[config.mk]
export PLATFORM = sky130hd
export DESIGN_NAME = jpeg_bitstream_burst_ctrl
export DESIGN_NICKNAME = d
export VERILOG_FILES = /design/src/rtl/jpeg_bitstream_burst_ctrl.sv
export SDC_FILE = /design/constraint.sdc
export NUM_CORES = 1
export LEC_CHECK = 0
export BUFFER_PORTS_ARGS = -buffer_cell sky130_fd_sc_hd__buf_2
export CELL_PAD_IN_SITES_DETAIL_PLACEMENT = 0
export CELL_PAD_IN_SITES_GLOBAL_PLACEMENT = 1
export CORE_MARGIN = 8
export CORE_UTILIZATION = 45
export CTS_BUF_LIST = sky130_fd_sc_hd__clkbuf_4
export DETAILED_ROUTE_END_ITERATION = 16
export GPL_ROUTABILITY_DRIVEN = 0
export PLACE_DENSITY_LB_ADDON = 0.1
export SKIP_CTS_REPAIR_TIMING = 1
export SYNTH_ARGS = -nofsm -noshare
export SYNTH_HDL_FRONTEND = slang
export SYNTH_SLANG_ARGS = --single-unit
[constraint.sdc]
create_clock -name i_clk -period 5 [get_ports i_clk]
set_clock_uncertainty 0.2 [all_clocks]
set_input_delay 0.5 -clock i_clk [delete_from_list [all_inputs] [get_ports i_clk]]
set_output_delay 0.5 -clock i_clk [all_outputs]
set_load 0.02 [all_outputs]
[src/rtl/jpeg_bitstream_burst_ctrl.sv]
// Drain-side burst sequencer for the JPEG bitstream FIFO: full/partial bursts, frame word count.
// Optional idle-flush timeout enabled by defining JPEG_BSCTRL_TIMEOUT_EN.
module jpeg_bitstream_burst_ctrl #(
  parameter int unsigned DATA_WIDTH     = 32,
  parameter int unsigned WL_WIDTH       = 13,
  parameter int unsigned BURST_LEN      = 256,
  parameter int unsigned TIMEOUT_CYCLES = 4096
) (
  input  logic                  i_clk,
  input  logic                  i_rst,
  output logic                  o_fifo_rd_en,
  input  logic [DATA_WIDTH-1:0] i_fifo_rd_data,
  input  logic                  i_fifo_rd_empty,
  input  logic [WL_WIDTH-1:0]   i_fifo_rd_water_level,
  input  logic                  i_frame_end,
  output logic                  o_burst_req,
  output logic [8:0]            o_burst_len,
  input  logic                  i_burst_ack,
  output logic                  o_wr_valid,
  output logic [DATA_WIDTH-1:0] o_wr_data,
  output logic                  o_wr_last,
  input  logic                  i_wr_ready,
  output logic                  o_frame_done,
  output logic [23:0]           o_frame_words
);

  typedef enum logic [1:0] {StIdle, StReq, StXfer, StDone} state_t;

  localparam logic [8:0]          BurstLen   = 9'(BURST_LEN);
  localparam logic [WL_WIDTH-1:0] BurstLenWl = WL_WIDTH'(BURST_LEN);

  state_t                r_state, w_state_next;
  logic [8:0]            r_len, w_len_next;
  logic [8:0]            r_issued, r_sent;
  logic [1:0]            r_occ;
  logic                  r_rd_pending;
  logic [DATA_WIDTH-1:0] r_buf0, r_buf1;
  logic [23:0]           r_word_cnt, r_frame_words;
  logic                  r_fe_latch;

  logic       w_wl_full, w_wl_nz, w_pop, w_timeout_hit;
  logic [2:0] w_fill;

  assign w_wl_full = i_fifo_rd_water_level >= BurstLenWl;
  assign w_wl_nz   = i_fifo_rd_water_level != '0;

  assign o_wr_valid = r_occ != 2'd0;
  assign o_wr_data  = r_buf0;
  assign o_wr_last  = o_wr_valid && (r_sent == r_len - 9'd1);
  assign w_pop      = o_wr_valid && i_wr_ready;

  // Occupancy after this cycle's pop plus the read landing next edge; keeps 1 beat/cycle
  // streaming while never letting a third word arrive into the 2-entry buffer.
  assign w_fill       = 3'(r_occ) + 3'(r_rd_pending) - 3'(w_pop);
  assign o_fifo_rd_en = (r_state == StXfer) && (w_fill < 3'd2) && (r_issued < r_len) &&
                        !i_fifo_rd_empty;

  assign o_burst_req   = r_state == StReq;
  assign o_burst_len   = r_len;
  assign o_frame_done  = r_state == StDone;
  assign o_frame_words = (r_state == StDone) ? r_word_cnt : r_frame_words;

`ifdef JPEG_BSCTRL_TIMEOUT_EN
  localparam int unsigned TimerW = $clog2(TIMEOUT_CYCLES + 1);

  logic [TimerW-1:0] r_timer;
  logic              w_timer_run;

  assign w_timer_run   = (r_state == StIdle) && w_wl_nz && !w_wl_full && !r_fe_latch;
  assign w_timeout_hit = w_timer_run && (r_timer == TimerW'(TIMEOUT_CYCLES - 1));

  always_ff @(posedge i_clk or posedge i_rst) begin
    if (i_rst) begin
      r_timer <= '0;
    end else if (w_timer_run && !w_timeout_hit) begin
      r_timer <= r_timer + 1'b1;
    end else begin
      r_timer <= '0;
    end
  end
`else
  assign w_timeout_hit = 1'b0;
`endif

  always_comb begin
    w_state_next = r_state;
    w_len_next   = r_len;
    unique case (r_state)
      StIdle: begin
        if (w_wl_full) begin
          w_len_next   = BurstLen;
          w_state_next = StReq;
        end else if ((r_fe_latch && w_wl_nz) || w_timeout_hit) begin
          w_len_next   = 9'(i_fifo_rd_water_level);
          w_state_next = StReq;
        end else if (r_fe_latch && i_fifo_rd_empty) begin
          w_state_next = StDone;
        end
      end
      StReq:   if (i_burst_ack) w_state_next = StXfer;
      StXfer:  if (w_pop && o_wr_last) w_state_next = StIdle;
      StDone:  w_state_next = StIdle;
      default: w_state_next = StIdle;
    endcase
  end

  always_ff @(posedge i_clk or posedge i_rst) begin
    if (i_rst) begin
      r_state       <= StIdle;
      r_len         <= '0;
      r_issued      <= '0;
      r_sent        <= '0;
      r_occ         <= '0;
      r_rd_pending  <= 1'b0;
      r_buf0        <= '0;
      r_buf1        <= '0;
      r_word_cnt    <= '0;
      r_frame_words <= '0;
      r_fe_latch    <= 1'b0;
    end else begin
      r_state      <= w_state_next;
      r_len        <= w_len_next;
      r_rd_pending <= o_fifo_rd_en;

      if (r_state == StReq && i_burst_ack) begin
        r_issued <= '0;
        r_sent   <= '0;
      end else begin
        if (o_fifo_rd_en) r_issued <= r_issued + 9'd1;
        if (w_pop)        r_sent   <= r_sent + 9'd1;
      end

      if (r_rd_pending && w_pop) begin
        if (r_occ == 2'd2) begin
          r_buf0 <= r_buf1;
          r_buf1 <= i_fifo_rd_data;
        end else begin
          r_buf0 <= i_fifo_rd_data;
        end
      end else if (w_pop) begin
        r_buf0 <= r_buf1;
      end else if (r_rd_pending) begin
        if (r_occ == 2'd0) r_buf0 <= i_fifo_rd_data;
        else               r_buf1 <= i_fifo_rd_data;
      end
      r_occ <= r_occ + 2'(r_rd_pending) - 2'(w_pop);

      if (r_state == StDone) begin
        r_word_cnt    <= '0;
        r_frame_words <= r_word_cnt;
      end else if (w_pop) begin
        r_word_cnt <= r_word_cnt + 24'd1;
      end

      // A frame_end arriving while DONE clears the latch must not be lost.
      if (i_frame_end)           r_fe_latch <= 1'b1;
      else if (r_state == StDone) r_fe_latch <= 1'b0;
    end
  end

endmodule

==> key figures <==
Yosys
  • Top-area cell type share of the netlist area: 0.540
  • Main synth FF type: dfrtp_1
  • Post-Syn Instances: 651
  • Leading post-synthesis cells by cell area: dfrtp_1 54%, nand2_1 7.7%, mux2i_1 5.7%
  • Average size of a mapped cell: 10.3 um2
  • Yosys reg bits: 145
  • Register area share after synthesis: 0.540
  • Synth Area in Compound Gates: 0.0715
  • Largest family of logic cells by synthesized area: simple AND/OR/NAND/NOR gates
  • Yosys warning total: 0
  • Async SR Flop Fraction: 1.00
  • Number of synthesized flops with an enable pin: 0
  • Synthesized Nets: 718
  • Synth unique cells: 44
  • Yosys top cell by area: dfrtp_1
  • Synthesized area: 6720 um2
  • Post-Synth XOR/XNOR Area: 0.0573
  • Adder-Cell Fraction of Synth Area: 0.0309
  • Post-synthesis mux area share: 0.110
  • Synth Area in Simple Gates: 0.162

Cells and area
  • Diode count: 0
  • Seq. cell area: 3630 um2
  • Commonest cells after routing, fill and taps aside: 145 x dfrtp_1, 138 x nand2_1, 120 x buf_2
  • Share of layout cells above drive strength 1: 0.239
  • Final net count: slightly below 900
  • Commonest non-fill, non-tap cell in the layout: dfrtp_1
  • Area occupied by multi-input gates: 2940 um2
  • P&R area growth vs syn: 21.8%
  • Fillers: 1286

Global routing
  • Overall global routing resource usage: 0.158
  • Overflow after GRT: 0
  • Initial antenna violation count: 0
  • First-pass GRT wire length: 25.2 mm
  • Largest net degree at the start of global routing: roughly 110
  • Vias in the first global route: 5156

Floorplanning
  • Initial Util: 0.461
  • Core area: 14600 um2
  • Die Height: 138 um
  • Std-Cell Rows: 44
  • Die area: about 19000 um2
  • Die width: 138 um
  • Top Ports: 121

Critical path
  • CP most frequent cell: ha_1
  • Critical Path End Type: output port
  • Slowest cell on crit path: dfrtp_1
  • Critical Path Stages: 10
  • WP data required: 4.30 ns
  • Worst r2r dst: r_issued[8]
  • CP endpoint: o_fifo_rd_en
  • Worst Reg-to-Reg Cells: 11
  • CP Buf/Inv Count: 2
  • CP startpoint: r_occ[0]
  • Critical path arrival: 3.46 ns
  • Kind of critical path: reg2out
  • CP top delay family: compound AO/OA/AOI/OAI gates
  • CP max FO: 8
  • Reg2reg start: r_occ[0]
  • Critical Path Max Stage Delay: 0.49 ns
  • Critical-path cell list: o21a_1 -> ha_1 -> inv_1 -> ha_1 -> fa_1 -> a211o_1 -> nor4_1 -> o21ai_0 -> a21oi_2 -> buf_2
  • R2R setup slack: 1.60 ns
  • Critical Path Source Type: flop

Clock network
  • Clock Root Buffer: clkbuf_4
  • Clock slew at reported path FFs: between 0.1 and 0.15 ns
  • Max clock buf depth: 2
  • Total CTS buffers: 17
  • Skew-Pair Late Insertion Delay: between 0.5 and 0.6 ns
  • CTS tree: built
  • Clock tree sinks: 145
  • CTS H-tree lvls: 4

Route
  • Antenna Nets Post-Route: 0
  • Wire per inst: about 15 um
  • Final wirelength: 15.2 mm
  • Vias: 5171
  • Drt pass-1 iters: 4
  • Initial DRC count: 351
  • Via-per-instance ratio: a little over 5
  • DRC violation count after routing: 0

Run status
  • Status: finished, violations left
  • Failing checks: hold timing

Timing
  • Fin. Hold Viols: 8
  • Final worst setup slack: 0.836 ns
  • Finish-stage setup viols: 0
  • Maximum operating frequency: 240 MHz
  • Max Transition Viols Final: 0
  • Hold Slack: -0.0206 ns
  • Setup TNS: 0 ns
  • Post-layout minimum cycle time: 4.16 ns
  • Relative slew slack: 0.346
  • Final period util: 0.833
  • Worst Max-Slew Pin Slew: 0.981 ns
  • RSZ-0062 raised after global routing: no

Placement
  • Port Buf Inserts: 120
  • Pre-CTS setup slack: 1.31 ns
  • Final HPWL DP: roughly 10 mm

Power
  • Pwr Density: 454 nW/um2
  • Maximum vdd drop: 0.271 mV
  • Leakage power: 0.00415 uW

Worst hold path
  • Worst min-delay path class: in2async

Run
  • Total of max-cap violations: 0
==> cell families (layout without fill, tap and decap cells) <==
logic type,Yosys count,count (layout)
buffers and inverters,48,220
XOR/XNOR,44,44
multiplexers,70,70
flip-flops,145,145
AND/OR/NAND/NOR,246,246
AO/OA/AOI/OAI,82,82
adder cells (fa/ha/maj),16,16
==> flip-flops by register name (all words and copies together) (netlist names) <==
signal / count
r_fe_latch: 1
r_state: 2
r_rd_pending: 1
r_issued: 9
r_buf1: 32
r_word_cnt: 24
o_wr_data: 32
r_occ: 2
r_frame_words: 24
r_sent: 9
o_burst_len: 9
==> cells in the mapped netlist, types with 2 or more instances <==
| library cell | number |
|---|---|
| a2111oi_0 | 4 |
| a211o_1 | 3 |
| a21o_1 | 3 |
| a21oi_1 | 10 |
| a31oi_1 | 3 |
| and2_1 | 4 |
| and3_1 | 6 |
| and4_1 | 2 |
| buf_1 | 4 |
| buf_2 | 6 |
| clkbuf_1 | 15 |
| dfrtp_1 | 145 |
| ha_1 | 15 |
| inv_1 | 22 |
| mux2_2 | 32 |
| mux2i_1 | 38 |
| nand2_1 | 138 |
| nand2b_1 | 4 |
| nand3_1 | 16 |
| nand4_1 | 9 |
| nor2_1 | 44 |
| nor2b_1 | 3 |
| nor3_1 | 6 |
| nor4_1 | 4 |
| o21ai_0 | 50 |
| or3_1 | 5 |
| xnor2_1 | 20 |
| xor2_1 | 24 |
==> through the flow <==
stage / std cells / total power (uW) / instance area (um2) / util / hold WS (ns)
2_1_floorplan: 651 / 2610 / 6720 / - / 0.265
3_3_place_gp: 936 / 2970 / 7530 / 0.516 / 0.248
3_5_place_dp: 936 / 3030 / 7530 / 0.516 / 0.257
4_1_cts: 968 / 3760 / 7800 / 0.534 / -0.131
5_1_grt: 1007 / 4000 / 8190 / 0.561 / 0.00193
6_report: 1007 / 3720 / 8190 / 0.561 / -0.0206
==> final cells by class <==
type	count	area share
inverter	23	0.0112
sequential	145	0.443
clock buffer	20	0.0183
clock inverter	12	0.0142
timing repair buffer	165	0.127
multi-input combinational	458	0.358
tap	184	0.0281
==> report_power, final <==
group	total [uW]	internal, uW	switching [uW]
logic	1310	528	780
registers	1700	1480	215
clock network	710	307	403
==> metal layers <==
layer	vias to the layer above	part of all wire	GRT usage
met5	-	0	0
li1	2522	-	-
met1	2515	0.47	0.204
met2	118	0.47	0.251
met4	0	0.011	0.0532
met3	16	0.046	0.0442
==> worst min path at each step <==
stage                             end  slack, ns
finish                  o_wr_data[16]      -0.02
global route           o_burst_len[4]      0.002
CTS                        r_fe_latch      -0.13
detailed placement  r_frame_words[20]       0.26
global placement    r_frame_words[17]       0.25
floorplan                  r_fe_latch       0.26
==> worst register-to-register path: cells and delay by family (launching register included) <==
kind	cells	cell delay (ns)
AOI/OAI and AO/OA	4	1.25
adders and majority gates	3	0.93
DFF	1	0.49
and+or+nand+nor	2	0.19
xor gates and xnor gates	1	0.18
buffers and inverters	1	0.04
(Power assumes the default switching activity.)
